==> src/rtl/cla_pkg.sv <==
// Shared constants and types for the pipelined carry-lookahead adder/subtractor.
package cla_pkg;

    localparam int unsigned CLA_GRP_W = 4;

    typedef struct packed {
        logic [CLA_GRP_W-1:0] g;
        logic [CLA_GRP_W-1:0] p;
        logic [CLA_GRP_W:0]   c;
    } cla_gpc_t;

endpackage

==> src/rtl/cla_grp4.sv <==
// 4-bit carry-lookahead group: all internal carries come straight from generate/propagate.
module cla_grp4
    import cla_pkg::*;
(
    input  logic [CLA_GRP_W-1:0] a,
    input  logic [CLA_GRP_W-1:0] b,
    input  logic                 cin,
    output logic [CLA_GRP_W-1:0] sum,
    output logic                 cout
);

    cla_gpc_t gpc;

    always_comb begin
        gpc.g    = a & b;
        gpc.p    = a ^ b;
        gpc.c[0] = cin;
        gpc.c[1] = gpc.g[0] | (gpc.p[0] & cin);
        gpc.c[2] = gpc.g[1] | (gpc.p[1] & gpc.g[0]) | (gpc.p[1] & gpc.p[0] & cin);
        gpc.c[3] = gpc.g[2] | (gpc.p[2] & gpc.g[1]) | (gpc.p[2] & gpc.p[1] & gpc.g[0])
                 | (gpc.p[2] & gpc.p[1] & gpc.p[0] & cin);
        gpc.c[4] = gpc.g[3] | (gpc.p[3] & gpc.g[2]) | (gpc.p[3] & gpc.p[2] & gpc.g[1])
                 | (gpc.p[3] & gpc.p[2] & gpc.p[1] & gpc.g[0])
                 | (gpc.p[3] & gpc.p[2] & gpc.p[1] & gpc.p[0] & cin);
    end

    assign sum  = gpc.p ^ gpc.c[CLA_GRP_W-1:0];
    assign cout = gpc.c[CLA_GRP_W];

endmodule

==> src/rtl/cla_addsub_pipe.sv <==
// Pipelined CLA adder/subtractor, GPS groups per stage, global-stall handshake.
// Define CLA_ADDSUB_SATURATE_EN to clamp overflowing results to the signed limit.
module cla_addsub_pipe
    import cla_pkg::*;
#(
    parameter int unsigned WIDTH = 16,
    parameter int unsigned GPS   = 1
) (
    input  logic             clk,
    input  logic             rst_n,
    input  logic             in_valid,
    output logic             in_ready,
    input  logic [WIDTH-1:0] a,
    input  logic [WIDTH-1:0] b,
    input  logic             sub,
    output logic             out_valid,
    input  logic             out_ready,
    output logic [WIDTH-1:0] res,
    output logic             cout,
    output logic             ovf
);

    localparam int unsigned NGRP = WIDTH / CLA_GRP_W;
    localparam int unsigned SW   = GPS * CLA_GRP_W;
    localparam int unsigned NSTG = NGRP / GPS;

    // Inter-stage registers; index k holds the beat after stage k has resolved its groups.
    logic [WIDTH-1:0] a_q [NSTG];
    logic [WIDTH-1:0] b_q [NSTG];
    logic [WIDTH-1:0] s_q [NSTG];
    logic             c_q [NSTG];
    logic [NSTG-1:0]  v_q;
    logic [WIDTH-1:0] res_q;
    logic             cout_q;
    logic             ovf_q;

    logic [WIDTH-1:0] src_a [NSTG];
    logic [WIDTH-1:0] src_b [NSTG];
    logic [WIDTH-1:0] src_s [NSTG];
    logic             src_c [NSTG];
    logic [NSTG-1:0]  src_v;
    logic [WIDTH-1:0] s_nxt [NSTG];
    logic [WIDTH-1:0] gsum;
    logic [NGRP-1:0]  gcin;
    logic [NGRP-1:0]  gcout;
    logic [WIDTH-1:0] res_d;
    logic             cout_d;
    logic             ovf_d;
    logic             advance;

    assign advance   = !v_q[NSTG-1] || out_ready;
    assign in_ready  = advance;
    assign out_valid = v_q[NSTG-1];
    assign res       = res_q;
    assign cout      = cout_q;
    assign ovf       = ovf_q;

    // sub is folded into the inverted b and the stage-0 carry, so it travels with the beat.
    always_comb begin
        for (int k = 0; k < int'(NSTG); k++) begin
            if (k == 0) begin
                src_a[k] = a;
                src_b[k] = b ^ {WIDTH{sub}};
                src_s[k] = '0;
                src_c[k] = sub;
                src_v[k] = in_valid;
            end else begin
                src_a[k] = a_q[k-1];
                src_b[k] = b_q[k-1];
                src_s[k] = s_q[k-1];
                src_c[k] = c_q[k-1];
                src_v[k] = v_q[k-1];
            end
        end
    end

    for (genvar j = 0; j < NGRP; j++) begin : g_grp
        localparam int unsigned K = j / GPS;
        if (j % GPS == 0) begin : g_head
            assign gcin[j] = src_c[K];
        end else begin : g_chain
            assign gcin[j] = gcout[j-1];
        end
        cla_grp4 u_grp (
            .a    (src_a[K][j*CLA_GRP_W +: CLA_GRP_W]),
            .b    (src_b[K][j*CLA_GRP_W +: CLA_GRP_W]),
            .cin  (gcin[j]),
            .sum  (gsum[j*CLA_GRP_W +: CLA_GRP_W]),
            .cout (gcout[j])
        );
    end

    always_comb begin
        for (int k = 0; k < int'(NSTG); k++) begin
            for (int i = 0; i < int'(WIDTH); i++) begin
                s_nxt[k][i] = (i / int'(SW) == k) ? gsum[i] : src_s[k][i];
            end
        end
    end

    // Carry into the MSB is recovered from the MSB operand and sum bits.
    always_comb begin
        cout_d = gcout[NGRP-1];
        ovf_d  = src_a[NSTG-1][WIDTH-1] ^ src_b[NSTG-1][WIDTH-1] ^ gsum[WIDTH-1] ^ cout_d;
        res_d  = s_nxt[NSTG-1];
`ifdef CLA_ADDSUB_SATURATE_EN
        if (ovf_d) begin
            res_d = {src_a[NSTG-1][WIDTH-1], {(WIDTH-1){~src_a[NSTG-1][WIDTH-1]}}};
        end
`endif
    end

    for (genvar k = 0; k < NSTG - 1; k++) begin : g_stg
        always_ff @(posedge clk or negedge rst_n) begin
            if (!rst_n) begin
                a_q[k] <= '0;
                b_q[k] <= '0;
                s_q[k] <= '0;
                c_q[k] <= 1'b0;
            end else if (advance) begin
                a_q[k] <= src_a[k];
                b_q[k] <= src_b[k];
                s_q[k] <= s_nxt[k];
                c_q[k] <= gcout[(k+1)*GPS-1];
            end
        end
    end

    always_ff @(posedge clk or negedge rst_n) begin
        if (!rst_n) begin
            v_q    <= '0;
            res_q  <= '0;
            cout_q <= 1'b0;
            ovf_q  <= 1'b0;
        end else if (advance) begin
            v_q <= src_v;
            if (src_v[NSTG-1]) begin
                res_q  <= res_d;
                cout_q <= cout_d;
                ovf_q  <= ovf_d;
            end
        end
    end

endmodule

==> config.mk <==
export PLATFORM = sky130hd
export DESIGN_NAME = cla_addsub_pipe
export DESIGN_NICKNAME = d
export VERILOG_FILES = /design/src/rtl/cla_pkg.sv /design/src/rtl/cla_grp4.sv /design/src/rtl/cla_addsub_pipe.sv
export SDC_FILE = /design/constraint.sdc
export NUM_CORES = 1
export LEC_CHECK = 0
export ABC_AREA = 1
export BUFFER_PORTS_ARGS = -buffer_cell sky130_fd_sc_hd__buf_2
export CAP_MARGIN = 20
export CORE_MARGIN = 2
export CORE_UTILIZATION = 52
export DETAILED_ROUTE_END_ITERATION = 16
export GPL_TIMING_DRIVEN = 0
export PLACE_DENSITY = 0.81
export SETUP_SLACK_MARGIN = 0.02
export SKIP_CTS_REPAIR_TIMING = 1
export SYNTH_ARGS = -nofsm -noshare
export SYNTH_HDL_FRONTEND = slang
export SYNTH_SLANG_ARGS = --single-unit
==> constraint.sdc <==
create_clock -name clk -period 1.3 [get_ports clk]
set_input_delay 0.26 -clock clk [delete_from_list [all_inputs] [get_ports clk]]
set_output_delay 0.26 -clock clk [all_outputs]
set_load 0.02 [all_outputs]
==> metrics <==
status=finished, violations left; failing checks=setup timing; Yosys warning total=0; Worst Path Arrival=1.33 ns; met2 Track Usage GR=33.9%; Setup TNS Final=-1.10 ns; die height=97.2 µm; simple-gate portion of the synthesized area=22.2%; clk_skew=0.0157 ns; gr busiest metal=met2; drt pass-1 iters=6; DRC viols=0; post-route setup slack=-0.287 ns; initial drt markers=300; CP Class=flop to primary output; GR Layer Usage met1=28.0%; Combinational Power Share=50.1%; buffers added on ports=56; first-pass GRT wire length=15900 µm; final wirelength=10900 µm; Die ar.=0.00944 mm²; TritonCTS Buffers=9; largest net degree at the start of global routing=56; worst hold start=a[15]; Via Count=3791; clock period minus worst slack=1.59 ns; Nets=658; Compound-Gate Fraction of Synth Area=7.93%; maximum vdd drop=1.05 mV; P_int=8.18 mW; Core Area=0.00830 mm²; Worst slew margin=62.0%; r2r setup slk=-0.10 ns; CTS tree=built; cell area after layout=0.00581 mm²; total gr overflow=0; CTS Buffer Depth=2; max-slew violations=0; area delta synth->final=28.7%; clock network fraction of design power=12.9%; critical path peak fanout=5; sequential share of power=37.0%; global placement routability congestion=0.870; n_diodes=0; unrepaired setup endpoints after global routing=yes; most frequent cells in the layout=187 x nand2_1, 93 x dfrtp_1, 61 x buf_2; prevailing post-synth register cell=dfrtp_1; vias in the first global route=3380; RR Endpoint=res_d[11]$_DFFE_PN0N_; Mapped Nets=562; DP Area=0.00502 mm²; post-synthesis mux area share=0%; Initial Util=54.4%; post-synthesis async set-or-reset flop share=100%; hold path depth=3; worst skew pair latency=0.37 ns; worst r2r path cells=7; initial antenna violation count=0; All-Layer GR Usage=21.1%; routing usage on met3=4.89%; Power Total=14.2 mW; P_sw=5.98 mW; static leakage=2.88 nW; setup slack at placement=-0.559 ns; HP Class=input pin to flop; layout cell share with drive strength beyond 1=31.6%; Worst Max-Slew Pin Slew=0.569 ns; CTS Root Cell=clkbuf_8; Post-synth EDFFs=0; synthesized cell area=0.00451 mm²; Post-Synth Adder-Cell Area=5.77%; Synth cell types=26; sequential area share after synthesis=53.8%; commonest non-fill, non-tap cell in the layout=nand2_1; Cell Pwr Density=2440 mW/mm²; wire per inst=15.3 µm; Net Sw Frac=42.2%; Crit. End Element=primary output; syn avg cell area=8.92 µm²; largest family of logic cells by synthesized area=simple AND/OR/NAND/NOR gates; H-tree Lvls=3; Antenna Nets Post-Route=0; Post-Synthesis Cells=506; # IOs=57; # setup viols final=20; max cap viols=0; Post-Synth XOR/XNOR Area=3.88%; #FFs+latches synth=97; fin crit share=122%; clock transition at the registers of the reported paths=0.10 ns; Required @ worst endpoint=1.04 ns; # fillers=605; Max Fclk=630 MHz; TritonCTS sink count=97; drt via density=5.32; Final HPWL DP=6880 µm; RR Startpoint=b_q[41]$_DFFE_PN0N_; Hold EP=a_q[63]$_DFFE_PN0N_; Worst setup SP type=flop; Hold Fails Final Rpt=0; Die X=97.2 µm; site row count=33
==> synthesized netlist by cell type (5+ instances only) <==
| master | count | area (µm²) |
|---|---|---|
| xnor2_1 | 15 | 131 |
| buf_6 | 6 | 67.6 |
| nor2_1 | 6 | 22.5 |
| inv_1 | 36 | 135 |
| xor2_1 | 5 | 43.8 |
| ha_1 | 16 | 200 |
| dfrtp_1 | 97 | 2430 |
| nand4_1 | 9 | 56.3 |
| o21ai_1 | 16 | 80.1 |
| nand2_1 | 193 | 724 |
| o21ai_0 | 43 | 215 |
| nand3_1 | 22 | 110 |
| buf_2 | 11 | 55.1 |
| a21oi_1 | 10 | 50.1 |
==> how the worst max path moves through the flow <==
stage / slack, ns / start / end / depth (start not counted)
finish: -0.29 / v_q[3]$_DFFE_PN0N_ / in_ready / 6
global route: -0.33 / v_q[3]$_DFFE_PN0N_ / in_ready / 6
CTS: -0.56 / v_q[3]$_DFFE_PN0N_ / in_ready / 6
detailed placement: -0.56 / sub / s_nxt[34]$_DFFE_PN0N_ / 11
global placement: -1.05 / rst_n / v_q[3]$_DFFE_PN0N_ / 1
floorplan: -0.31 / sub / s_nxt[34]$_DFFE_PN0N_ / 10
==> critical path, cell delays in order, from the launching register on <==
cell and delay, ns:
dfrtp_2 0.38, inv_2 0.06, nor2_8 0.11, inv_4 0.06
buf_8 0.13, buf_8 0.11, buf_6 0.12
==> per-layer routing <==
| metal | vias up | part of all wire, % |
|---|---|---|
| met1 | 1840 | 43 |
| met5 | - | 0 |
| li1 | 1799 | - |
| met2 | 129 | 51 |
| met3 | 23 | 4.7 |
| met4 | 0 | 2.0 |
==> state kept, by name (all words and copies together), names as in the netlist <==
signal	count
cout	1
b_q	24
res	16
ovf	1
s_nxt	12
a_q	24
res_d	12
c_q	3
v_q	4
==> kinds of logic (layout without fill, tap and decap cells) <==
logic type / count (synthesis) / after routing
buf+inv: 60 / 161
fa+ha+maj: 19 / 19
simple gates: 239 / 239
compound gates: 71 / 71
flops: 97 / 97
xor+xnor: 20 / 20
==> through the flow <==
| stage | util, % | cells | hold slack [ns] |
|---|---|---|---|
| final | 70.0 | 712 | 0.0715 |
| after CTS | 62.6 | 684 | -0.125 |
| after detailed placement | 60.5 | 668 | 0.286 |
| after global placement | 60.1 | 667 | 0.450 |
| after global routing | 70.0 | 712 | 0.0750 |
| after floorplan | - | 506 | -0.0356 |
==> layout make-up <==
| type | instances | area (µm²) | share of cell area [%] |
|---|---|---|---|
| tap | 105 | 131 | 2.26 |
| sequential | 97 | 2430 | 41.9 |
| buffer | 21 | 190 | 3.27 |
| clock inverter | 6 | 52.6 | 0.905 |
| timing repair buffer | 86 | 554 | 9.54 |
| inverter | 38 | 150 | 2.59 |
| clock buffer | 10 | 128 | 2.20 |
| multi-input combinational | 349 | 2170 | 37.4 |
==> power groups by stage <==
stage,clock network [mW],logic [mW],registers (mW)
after global placement,0,5.00,5.09
final,1.83,7.10,5.24
after detailed placement,0,5.21,5.15
after global routing,1.98,7.76,5.37
after CTS,1.84,5.25,5.09
after floorplan,0,3.58,5.29
(Power assumes the default switching activity.)
